--- config.mk ---
export PLATFORM = sky130hd
export DESIGN_NAME = host_reg_arbiter
export DESIGN_NICKNAME = d
export VERILOG_FILES = /design/src/rtl/host_reg_pkg.sv /design/src/rtl/host_reg_arbiter_rr_pick.sv /design/src/rtl/host_reg_arbiter.sv
export SDC_FILE = /design/constraint.sdc
export NUM_CORES = 1
export LEC_CHECK = 0
export BUFFER_PORTS_ARGS = -buffer_cell sky130_fd_sc_hd__buf_2
export CORE_ASPECT_RATIO = 0.9
export CORE_MARGIN = 2
export CORE_UTILIZATION = 44
export DETAILED_ROUTE_END_ITERATION = 16
export PLACE_DENSITY = 0.76
export SLEW_MARGIN = 10
export SYNTH_ARGS = -nofsm -noshare
export SYNTH_HDL_FRONTEND = slang
export SYNTH_SLANG_ARGS = --single-unit
--- constraint.sdc ---
create_clock -name clk_i -period 1.7 [get_ports clk_i]
set_input_delay 0.17 -clock clk_i [delete_from_list [all_inputs] [get_ports clk_i]]
set_output_delay 0.17 -clock clk_i [all_outputs]
set_load 0.05 [all_outputs]
--- src/rtl/host_reg_pkg.sv ---
// Shared state encoding and default timing/width constants for the host
// register bus arbiter.
package host_reg_pkg;

   typedef enum logic [2:0] {
      ST_IDLE   = 3'd0,
      ST_SETUP  = 3'd1,
      ST_STROBE = 3'd2,
      ST_HOLD   = 3'd3,
      ST_DONE   = 3'd4
   } state_e;

   localparam int DEF_AW        = 8;
   localparam int DEF_DW        = 16;
   localparam int DEF_SETUP_CYC = 1;
   localparam int DEF_STRB_CYC  = 2;
   localparam int DEF_HOLD_CYC  = 1;
   localparam int CNT_W         = 3;

endpackage

--- src/rtl/host_reg_arbiter_rr_pick.sv ---
// Combinational round-robin picker: first asserted request at or after ptr_i,
// scanning upward with wrap-around.
module rr_pick
   import host_reg_pkg::*;
#(
   parameter int N_REQ = 2,
   parameter int IW    = 1
) (
   input  logic [N_REQ-1:0] req_i,
   input  logic [IW-1:0]    ptr_i,
   output logic [N_REQ-1:0] gnt_o,
   output logic [IW-1:0]    idx_o
);

   logic          found;
   int            j;
   logic [IW-1:0] jj;

   always_comb begin
      gnt_o = '0;
      idx_o = '0;
      found = 1'b0;
      j     = 0;
      jj    = '0;
      for (int k = 0; k < N_REQ; k++) begin
         j = int'(ptr_i) + k;
         if (j >= N_REQ) j = j - N_REQ;
         jj = IW'(j);
         if (!found && req_i[jj]) begin
            found     = 1'b1;
            gnt_o[jj] = 1'b1;
            idx_o     = jj;
         end
      end
   end

endmodule

--- src/rtl/host_reg_arbiter.sv ---
// Round-robin arbiter sharing the MAC host register bus between N_REQ
// requesters; one setup/strobe/hold sequenced access per grant.
module host_reg_arbiter
   import host_reg_pkg::*;
#(
   parameter int N_REQ     = 2,
   parameter int AW        = DEF_AW,
   parameter int DW        = DEF_DW,
   parameter int SETUP_CYC = DEF_SETUP_CYC,
   parameter int STRB_CYC  = DEF_STRB_CYC,
   parameter int HOLD_CYC  = DEF_HOLD_CYC
) (
   input  logic               clk_i,
   input  logic               reset_i,
   input  logic [N_REQ-1:0]   req_i,
   input  logic [N_REQ-1:0]   req_wr_i,
   input  logic [N_REQ*AW-1:0] req_addr_i,
   input  logic [N_REQ*DW-1:0] req_wdata_i,
   output logic [N_REQ-1:0]   gnt_o,
   output logic [N_REQ-1:0]   done_o,
   output logic [DW-1:0]      rdata_o,
   output logic               csb_n_o,
   output logic               wrb_n_o,
   output logic [AW-1:0]      ca_o,
   output logic [DW-1:0]      cd_out_o,
   input  logic [DW-1:0]      cd_in_i,
   output logic               busy_o
);

   localparam int IW = (N_REQ > 1) ? $clog2(N_REQ) : 1;

   // Counter reload values: a phase of n cycles loads n-1 and exits at zero.
   localparam logic [CNT_W-1:0] SETUP_LD = CNT_W'((SETUP_CYC > 0) ? SETUP_CYC - 1 : 0);
   localparam logic [CNT_W-1:0] STRB_LD  = CNT_W'((STRB_CYC  > 0) ? STRB_CYC  - 1 : 0);
   localparam logic [CNT_W-1:0] HOLD_LD  = CNT_W'((HOLD_CYC  > 0) ? HOLD_CYC  - 1 : 0);

   state_e                 state_q, state_d;
   logic [CNT_W-1:0]       cnt_q, cnt_d;
   logic [IW-1:0]          ptr_q, ptr_d;
   logic [IW-1:0]          idx_q, idx_d;
   logic [N_REQ-1:0]       gnt_q, gnt_d;
   logic                   wr_q, wr_d;
   logic [AW-1:0]          ca_q, ca_d;
   logic [DW-1:0]          cd_q, cd_d;
   logic [DW-1:0]          cap_q, cap_d;
   logic [DW-1:0]          rdata_q, rdata_d;

   logic [N_REQ-1:0]       pick_gnt;
   logic [IW-1:0]          pick_idx;
   logic [N_REQ-1:0][AW-1:0] addr_arr;
   logic [N_REQ-1:0][DW-1:0] wdata_arr;

   assign addr_arr  = req_addr_i;
   assign wdata_arr = req_wdata_i;

   rr_pick #(.N_REQ(N_REQ), .IW(IW)) u_pick (
      .req_i (req_i),
      .ptr_i (ptr_q),
      .gnt_o (pick_gnt),
      .idx_o (pick_idx)
   );

   always_comb begin
      state_d = state_q;
      cnt_d   = cnt_q;
      ptr_d   = ptr_q;
      idx_d   = idx_q;
      gnt_d   = gnt_q;
      wr_d    = wr_q;
      ca_d    = ca_q;
      cd_d    = cd_q;
      cap_d   = cap_q;
      rdata_d = rdata_q;
      case (state_q)
         ST_IDLE: begin
            if (|req_i) begin
               gnt_d = pick_gnt;
               idx_d = pick_idx;
               wr_d  = req_wr_i[pick_idx];
               ca_d  = addr_arr[pick_idx];
               cd_d  = wdata_arr[pick_idx];
               if (SETUP_CYC > 0) begin
                  state_d = ST_SETUP;
                  cnt_d   = SETUP_LD;
               end else begin
                  state_d = ST_STROBE;
                  cnt_d   = STRB_LD;
               end
            end
         end
         ST_SETUP: begin
            if (cnt_q == '0) begin
               state_d = ST_STROBE;
               cnt_d   = STRB_LD;
            end else begin
               cnt_d = cnt_q - 1'b1;
            end
         end
         ST_STROBE: begin
            if (cnt_q == '0) begin
               if (!wr_q) cap_d = cd_in_i;
               if (HOLD_CYC > 0) begin
                  state_d = ST_HOLD;
                  cnt_d   = HOLD_LD;
               end else begin
                  state_d = ST_DONE;
                  cnt_d   = '0;
                  if (!wr_q) rdata_d = cd_in_i;
               end
            end else begin
               cnt_d = cnt_q - 1'b1;
            end
         end
         ST_HOLD: begin
            if (cnt_q == '0) begin
               state_d = ST_DONE;
               cnt_d   = '0;
               if (!wr_q) rdata_d = cap_q;
            end else begin
               cnt_d = cnt_q - 1'b1;
            end
         end
         ST_DONE: begin
            state_d = ST_IDLE;
            cnt_d   = '0;
            gnt_d   = '0;
            ptr_d   = (idx_q == IW'(N_REQ - 1)) ? '0 : idx_q + 1'b1;
         end
         default: state_d = ST_IDLE;
      endcase
   end

   always_ff @(posedge clk_i) begin
      if (reset_i) begin
         state_q <= ST_IDLE;
         cnt_q   <= '0;
         ptr_q   <= '0;
         idx_q   <= '0;
         gnt_q   <= '0;
         wr_q    <= 1'b0;
         ca_q    <= '0;
         cd_q    <= '0;
         cap_q   <= '0;
         rdata_q <= '0;
      end else begin
         state_q <= state_d;
         cnt_q   <= cnt_d;
         ptr_q   <= ptr_d;
         idx_q   <= idx_d;
         gnt_q   <= gnt_d;
         wr_q    <= wr_d;
         ca_q    <= ca_d;
         cd_q    <= cd_d;
         cap_q   <= cap_d;
         rdata_q <= rdata_d;
      end
   end

   // Strobes decode straight from state so a reset drops CSB_n immediately.
   assign csb_n_o  = (state_q != ST_STROBE);
   assign wrb_n_o  = !((state_q == ST_STROBE) && wr_q);
   assign done_o   = (state_q == ST_DONE) ? gnt_q : '0;
   assign busy_o   = (state_q != ST_IDLE);
   assign gnt_o    = gnt_q;
   assign ca_o     = ca_q;
   assign cd_out_o = cd_q;
   assign rdata_o  = rdata_q;

endmodule

==> metrics.md, run 1 <==
| Metric | Value |
|---|---|
| Status | `finished clean` |
| Syn avg cell area | `9.976 sq um` |
| Clock root cell | `clkbuf_8` |
| Crit path arrival time | `1490 ps` |
| Worst slew margin | `54.10%` |
| Main flop type after synthesis | `dfxtp_1` |
| Initial DRC Count | `131` |
| Share of cells above drive strength 1 | `43.94%` |
| Vias | `2612` |
| Max Slew Vio Count | `0` |
| H-Tree Depth | `3` |
| Critical path type | `flop to primary output` |
| Largest net degree at the start of global routing | `84` |
| Tot GR Track Use | `20.43%` |
| Synth warn | `0` |
| Syn nets | `366` |
| ANT nets after route | `0` |
| Synth Instances | `296` |
| Clock Sinks | `67` |
| Later-pin clock latency in the skew report | `340 ps` |
| Number of buffers created by CTS | `9` |
| Library cells used by synthesis | `34` |
| Per-cell routed wire length | `14.19 microns` |
| Cell Pwr Density | `1713 nW/um^2` |
| Worst endpoint required time | `1530 ps` |
| Slew @ Worst Pin | `688.5 ps` |
| CTS tree | `done` |
| DRT Pass-1 Iters | `4` |
| Tcrit/Tclk final | `97.80%` |
| Finished Layout Cells | `511` |
| Via density | `5.112` |
| Post-detailed-placement half-perimeter wirelength | `4916 microns` |
| Min Tclk post-route | `1663 ps` |
| Unrepaired setup endpoints after global routing | `true` |
| Drt drc | `0` |
| # rows | `28` |
| Startpoint Class | `flop` |
| First-pass GRT wire length | `12070 microns` |
| Post-route cell area | `3936 sq um` |
| Die H | `81.72 microns` |
| Dpl cells | `492` |
| Clk buf depth | `2` |
| Maxcap violations | `0` |
| Core ar. | `6551 sq um` |
| #FFs+latches synth | `67` |
| Initial antenna violation count | `0` |
| Peak Freq | `601.5 MHz` |
| Worst-path clk slew | `80 ps` |
| GR Overflow Total | `0` |
| Ant. Diodes | `0` |
| CP max FO | `6` |
| Leak | `0.001824 uW` |
| Vias in the first global route | `2570` |
| Hold/Removal Path Class | `input pin to flop` |
| Setup TNS Final | `0 ps` |
| Seq/Total Area, Yosys | `45.42%` |
| Crit path capture type | `primary output` |
| Final setup vio count | `0` |
| Hold Slack | `82.19 ps` |
| Maximum vdd drop | `1.125 mV` |
| Pwr Total | `6742 uW` |
| Die ar. | `7383 sq um` |
| Post-synth EDFFs | `0` |
| Synthesis-to-layout area growth | `33.31%` |
| I/O Buffers | `116` |
| Placed cell area | `3646 sq um` |
| Hold Fails Final Rpt | `0` |
| Die Span X | `90.35 microns` |
| Async set-reset flop share out of synthesis | `0%` |
| Boundary Pins | `117` |
| Fin nets | `486` |
| Gpl congestion | `0.8296` |
| Initial Util | `45.07%` |
| Fill cells | `596` |
| Final wirelength | `7250 microns` |
| Synth Cell Area | `2953 sq um` |
| Worst Clk Skew | `9.497 ps` |
-- critical path, cell delays in order (launching register included) --
cell	delay [ps]
dfxtp_4	370
or3b_4	390
or2_4	240
buf_8	150
-- final timing paths --
check | from | end | slack [ps] | depth (start not counted)
setup / recovery | state_q[2]$_SDFFE_PP0P_ | wrb_n_o | 40 | 3
hold / removal | cd_in_i[6] | cap_q[6]$_SDFFE_PP0P_ | 80 | 3
setup reg to reg | cnt_q[2]$_SDFFE_PP0P_ | rdata_o[6]$_SDFFE_PP0P_ | 60 | 3
hold reg to reg | rdata_o[8]$_SDFFE_PP0P_ | rdata_o[8]$_SDFFE_PP0P_ | 470 | 2
-- per-layer routing --
layer  global-route usage (%)  vias to the layer above  routed length [microns]
li1                         -                     1293                        -
met1                    24.66                     1222                     3224
met2                    35.11                       87                     3473
met3                    6.514                       10                      444
met4                    6.769                        0                      108
met5                        0                        -                        0
-- cell families (layout without fill, tap and decap cells) --
family | after synthesis | after routing | share of synthesized area, %
AO/OA/AOI/OAI | 62 | 62 | 17.33
flip-flops | 67 | 67 | 45.42
AND/OR/NAND/NOR | 81 | 81 | 17.58
buffers and inverters | 52 | 177 | 8.178
multiplexers | 33 | 33 | 11.19
XOR/XNOR | 1 | 1 | 0.2967
-- cell usage after synthesis (all sizes together) (2+ instances only) --
| cell | instances | area, sq um |
|---|---|---|
| or4 | 3 | 27.53 |
| nor3 | 6 | 41.29 |
| o221a | 25 | 281.5 |
| o21ai | 3 | 15.01 |
| or2 | 2 | 12.51 |
| mux2i | 33 | 330.3 |
| and2 | 2 | 12.51 |
| nor4b | 3 | 26.28 |
| a21oi | 4 | 20.02 |
| o22ai | 25 | 156.4 |
| inv | 27 | 101.4 |
| clkbuf | 18 | 67.56 |
| buf | 7 | 72.57 |
| nand2b | 49 | 306.5 |
| nand3 | 4 | 20.02 |
| nor2 | 4 | 15.01 |
| dfxtp | 67 | 1341 |
| nor3b | 2 | 15.01 |
| nand2 | 2 | 7.510 |
-- state kept, by name, indices dropped and copies added, names as in the netlist --
register	count
cap_q	16
cd_out_o	16
rdata_o	16
ca_o	8
cnt_q	3
state_q	3
gnt_o	2
idx_q	1
ptr_q	1
wr_q	1
-- power breakdown --
| group | leakage [uW] | total [uW] | internal [uW] | switching (uW) |
|---|---|---|---|---|
| sequential | 0.000550 | 2200 | 1990 | 212 |
| combinational | 0.00116 | 3040 | 1050 | 1990 |
| clock | 0.000113 | 1510 | 904 | 601 |
-- through the flow --
stage | util, % | worst slack (ps)
6_report | 60.08 | 37.40
5_1_grt | 60.08 | -13.79
4_1_cts | 59.49 | -31.22
3_5_place_dp | 55.65 | 73.28
3_3_place_gp | 55.65 | 111.2
2_1_floorplan | - | 2.769
-- layout by cell type, fill, tap and decap left out, drive strengths merged --
| cell | instances |
|---|---|
| buf | 134 |
| dfxtp | 67 |
| nand2b | 49 |
| mux2i | 33 |
| inv | 27 |
| o22ai | 25 |
| o221a | 25 |
| clkbuf | 12 |
| nor3 | 6 |
| nand3 | 4 |
| nor2 | 4 |
| a21oi | 4 |
| o21ai | 3 |
| nor4b | 3 |
| or4 | 3 |
| and2 | 2 |
| nand2 | 2 |
| bufinv | 2 |
| nor3b | 2 |
| or2 | 2 |
| or3b | 1 |
| or3 | 1 |
| nor4 | 1 |
| a2bb2oi | 1 |
| a21o | 1 |
| o21a | 1 |
| nand4b | 1 |
| a31oi | 1 |
| xnor2 | 1 |
| o31a | 1 |
| clkinvlp | 1 |
| clkinv | 1 |
-- final cells by class --
type,count,area [sq um],area share (%)
clock inverter,4,72.57,1.844
multi-input combinational,177,1380,35.06
tap,90,112.6,2.861
clock buffer,12,155.1,3.942
sequential,67,1348,34.23
timing repair buffer,134,767.0,19.49
inverter,27,101.3,2.575
-- what timing repair did --
action                                 4_1_cts  5_1_grt
setup buffers                                1        2
pin swaps                                    1        0
resized for setup                            7        7
endpoints found under the hold margin        0        0
hold buffers                                 0        0
setup endpoints to repair                    3        3
cloned                                       0        0
Power figures use the tool's default switching activity.
==> inputs of run 2 (changes only) <==
--- a/config.mk
+++ b/config.mk
@@ -11,6 +11,7 @@
 export CORE_UTILIZATION = 44
 export DETAILED_ROUTE_END_ITERATION = 16
 export PLACE_DENSITY = 0.76
+export SETUP_SLACK_MARGIN = 0.05
 export SLEW_MARGIN = 10
 export SYNTH_ARGS = -nofsm -noshare
 export SYNTH_HDL_FRONTEND = slang
==> run 2 against run 1 <==
Compared with the run above: combinational power up 4%; routed wire length increased by 3.4%; largest cell class unchanged; hold slack improved by 5.4 ps; critical endpoint is now cap_q[0]$_SDFFE_PP0P_; largest power group unchanged.
==> metrics.md, run 2 (same netlist as run 1, synthesis figures left out) <==
| Metric | Value |
|---|---|
| Most common library cell in the layout ignoring fill and taps | `buf_2` |
| CP max FO | `8 (+2)` |
| Share of cells above drive strength 1 | `45.52% (+1.6 points)` |
| GR Overflow Total | `0 (unchanged)` |
| Critical path type | `flop to flop` |
| Synthesis-to-layout area growth | `36.53%` |
| Via density | `5.173 (+1.2%)` |
| Core ar. | `6551 sq um (unchanged)` |
| Fin nets | `489 (+0.62%)` |
| Slowest Stage Delay on Critical Path | `370 ps (-20 ps)` |
| Min Tclk post-route | `1628 ps (-34.31 ps)` |
| Clk buf depth | `2 (unchanged)` |
| Post-detailed-placement half-perimeter wirelength | `4773 microns (-2.9%)` |
| Sw frac | `41.17% (-0.43 points)` |
| Peak Freq | `614.1 MHz (+2.1%)` |
| Drt drc | `0 (unchanged)` |
| Later-pin clock latency in the skew report | `340 ps (about the same)` |
| Setup TNS Final | `0 ps (unchanged)` |
| Hold-fix buffers, CTS | `0 (unchanged)` |
| Worst Clk Skew | `8.215 ps (-1.282 ps)` |
| Status | `finished clean` |
| Startpoint Class | `flop` |
| Fill cells | `580 (-2.7%)` |
| Crit path buf inv count | `2 (+1)` |
| Crit path capture type | `flop` |
| Die Span X | `90.35 microns (unchanged)` |
| Largest delay share family, worst path | `simple AND/OR/NAND/NOR gates` |
| P_int | `4105 uW (+4.3%)` |
| DRT Pass-1 Iters | `4 (unchanged)` |
| Boundary Pins | `117 (unchanged)` |
| I/O Buffers | `116 (unchanged)` |
| Vias | `2659 (+1.8%)` |
| ANT nets after route | `0 (unchanged)` |
| Ordered cell list for the critical path | `or3b_4, buf_4, nor3_4, buf_12, mux2i_2` |
| Largest net degree at the start of global routing | `84 (unchanged)` |
| Register share of total power | `31.6% (-1.0 points)` |
| Finished Layout Cells | `514 (+0.59%)` |
| Maxcap violations | `0 (unchanged)` |
| Max Slew Vio Count | `0 (unchanged)` |
| H-Tree Depth | `3 (unchanged)` |
| Cell Pwr Density | `1731 nW/um^2 (+1.1%)` |
| Combinational power share | `45.1% (about the same)` |
| Final setup vio count | `0 (unchanged)` |
| Most frequent cells in the layout | `buf_2 (113), dfxtp_1 (64), nand2b_1 (49), mux2i_1 (32), inv_1 (27)` |
| # rows | `28 (unchanged)` |
| Dpl cells | `489 (-0.61%)` |
| Per-cell routed wire length | `14.59 microns (+2.8%)` |
| Tot GR Track Use | `19.92% (-0.51 points)` |
| Leak | `0.001863 uW (+2.1%)` |
| Worst slew margin | `52.91% (-1.2 points)` |
| Final wirelength | `7497 microns (+3.4%)` |
| Hold Fails Final Rpt | `0 (unchanged)` |
| Worst-path clk slew | `70 ps (about the same)` |
| CP max stage cell | `or3b_4` |
| Initial antenna violation count | `0 (unchanged)` |
| Initial Util | `45.07% (unchanged)` |
| Worst endpoint required time | `1960 ps (+430 ps)` |
| Number of buffers created by CTS | `9 (unchanged)` |
| Unrepaired setup endpoints after global routing | `true` |
| CTS tree | `done` |
| Hold/Removal Path Class | `input pin to flop` |
| Vias in the first global route | `2587 (+0.66%)` |
| Crit path arrival time | `1890 ps (+400 ps)` |
| Gpl congestion | `0.7743 (-6.7%)` |
| Die H | `81.72 microns (unchanged)` |
| Tcrit/Tclk final | `95.78% (-2.0 points)` |
| Maximum vdd drop | `0.9372 mV (-17%)` |
| Switch Pwr | `2873 uW (+2.4%)` |
| Clock Power Share | `23.3% (+1.0 points)` |
| Initial DRC Count | `110 (-16%)` |
| Clock Sinks | `67 (unchanged)` |
| First-pass GRT wire length | `11690 microns (-3.1%)` |
| Slew @ Worst Pin | `706.4 ps (+17.86 ps)` |
| Die ar. | `7383 sq um (unchanged)` |
| Ant. Diodes | `0 (unchanged)` |
| Clock root cell | `clkbuf_8` |
==> run 2: changes by cell type in the layout (fill, tap and decap cells not counted), sizes merged <==
cell	before	now
bufinv	2	3
inv	27	28
or4	3	4
buf	134	135
clkbuf	12	11
==> run 2: layer usage <==
metal,wire length [microns],GRT usage [%],up-vias,part of all wire [%]
li1,-,-,1307,-
met1,3356,22.60,1238,45
met2,3509,35.04,104,47
met4,128,7.538,0,1.7
met3,502,7.156,10,6.7
met5,0,0,-,0
==> run 2: stage by stage <==
step                hold WS, ps  cell area [sq um]  utilization (%)  power (uW)  setup slack, ps
CTS                       70.78               3960            60.45        6919            26.90
finish                    87.56               4031            61.54        6979            71.71
floorplan                 325.7               2972                -        4553            4.538
detailed placement        438.1               3632            55.44        5205            69.32
global route              69.40               4031            61.54        7318            14.93
global placement          434.8               3632            55.44        5155            109.6
==> run 2: path summary, 6_finish.rpt <==
| check | end | slack [ps] | cells after the start | startpoint |
|---|---|---|---|---|
| min reg2reg | rdata_o[8]$_SDFFE_PP0P_ | 470 | 2 | rdata_o[8]$_SDFFE_PP0P_ |
| max reg2reg | cap_q[0]$_SDFFE_PP0P_ | 70 | 5 | state_q[2]$_SDFFE_PP0P_ |
| max | cap_q[0]$_SDFFE_PP0P_ | 70 | 5 | state_q[2]$_SDFFE_PP0P_ |
| min | cap_q[5]$_SDFFE_PP0P_ | 90 | 3 | cd_in_i[5] |
==> run 2: timing repair <==
action	CTS	global route
buffers inserted	6	1
gates cloned	0	2
pin swaps	1	2
gates resized for setup	12	8
endpoints found under the setup margin	3	47
==> run 2: area by class of cell <==
| cell class | instances | area (sq um) | area share, % |
|---|---|---|---|
| Inverter | 27 | 101.3 | 2.514 |
| Clock inverter | 6 | 111.4 | 2.762 |
| Multi-Input combinational cell | 178 | 1411 | 35.01 |
| Sequential cell | 67 | 1350 | 33.49 |
| Clock buffer | 10 | 137.6 | 3.414 |
| Timing Repair Buffer | 136 | 807.0 | 20.02 |
| Tap cell | 90 | 112.6 | 2.793 |
==> run 2: power groups by stage <==
stage	clock network [uW]	registers (uW)	logic, uW
after floorplan	0	3220	1330
after global placement	0	2220	2930
after detailed placement	0	2230	2970
after CTS	1660	2190	3060
after global routing	1740	2250	3340
final	1630	2210	3150
==> run 2: worst register-to-register path: cells and delay by family, from the launching register on <==
family	cells	cell delay, ps
simple gates	2	620
mux	1	230
buf+inv	2	340
flops	1	360
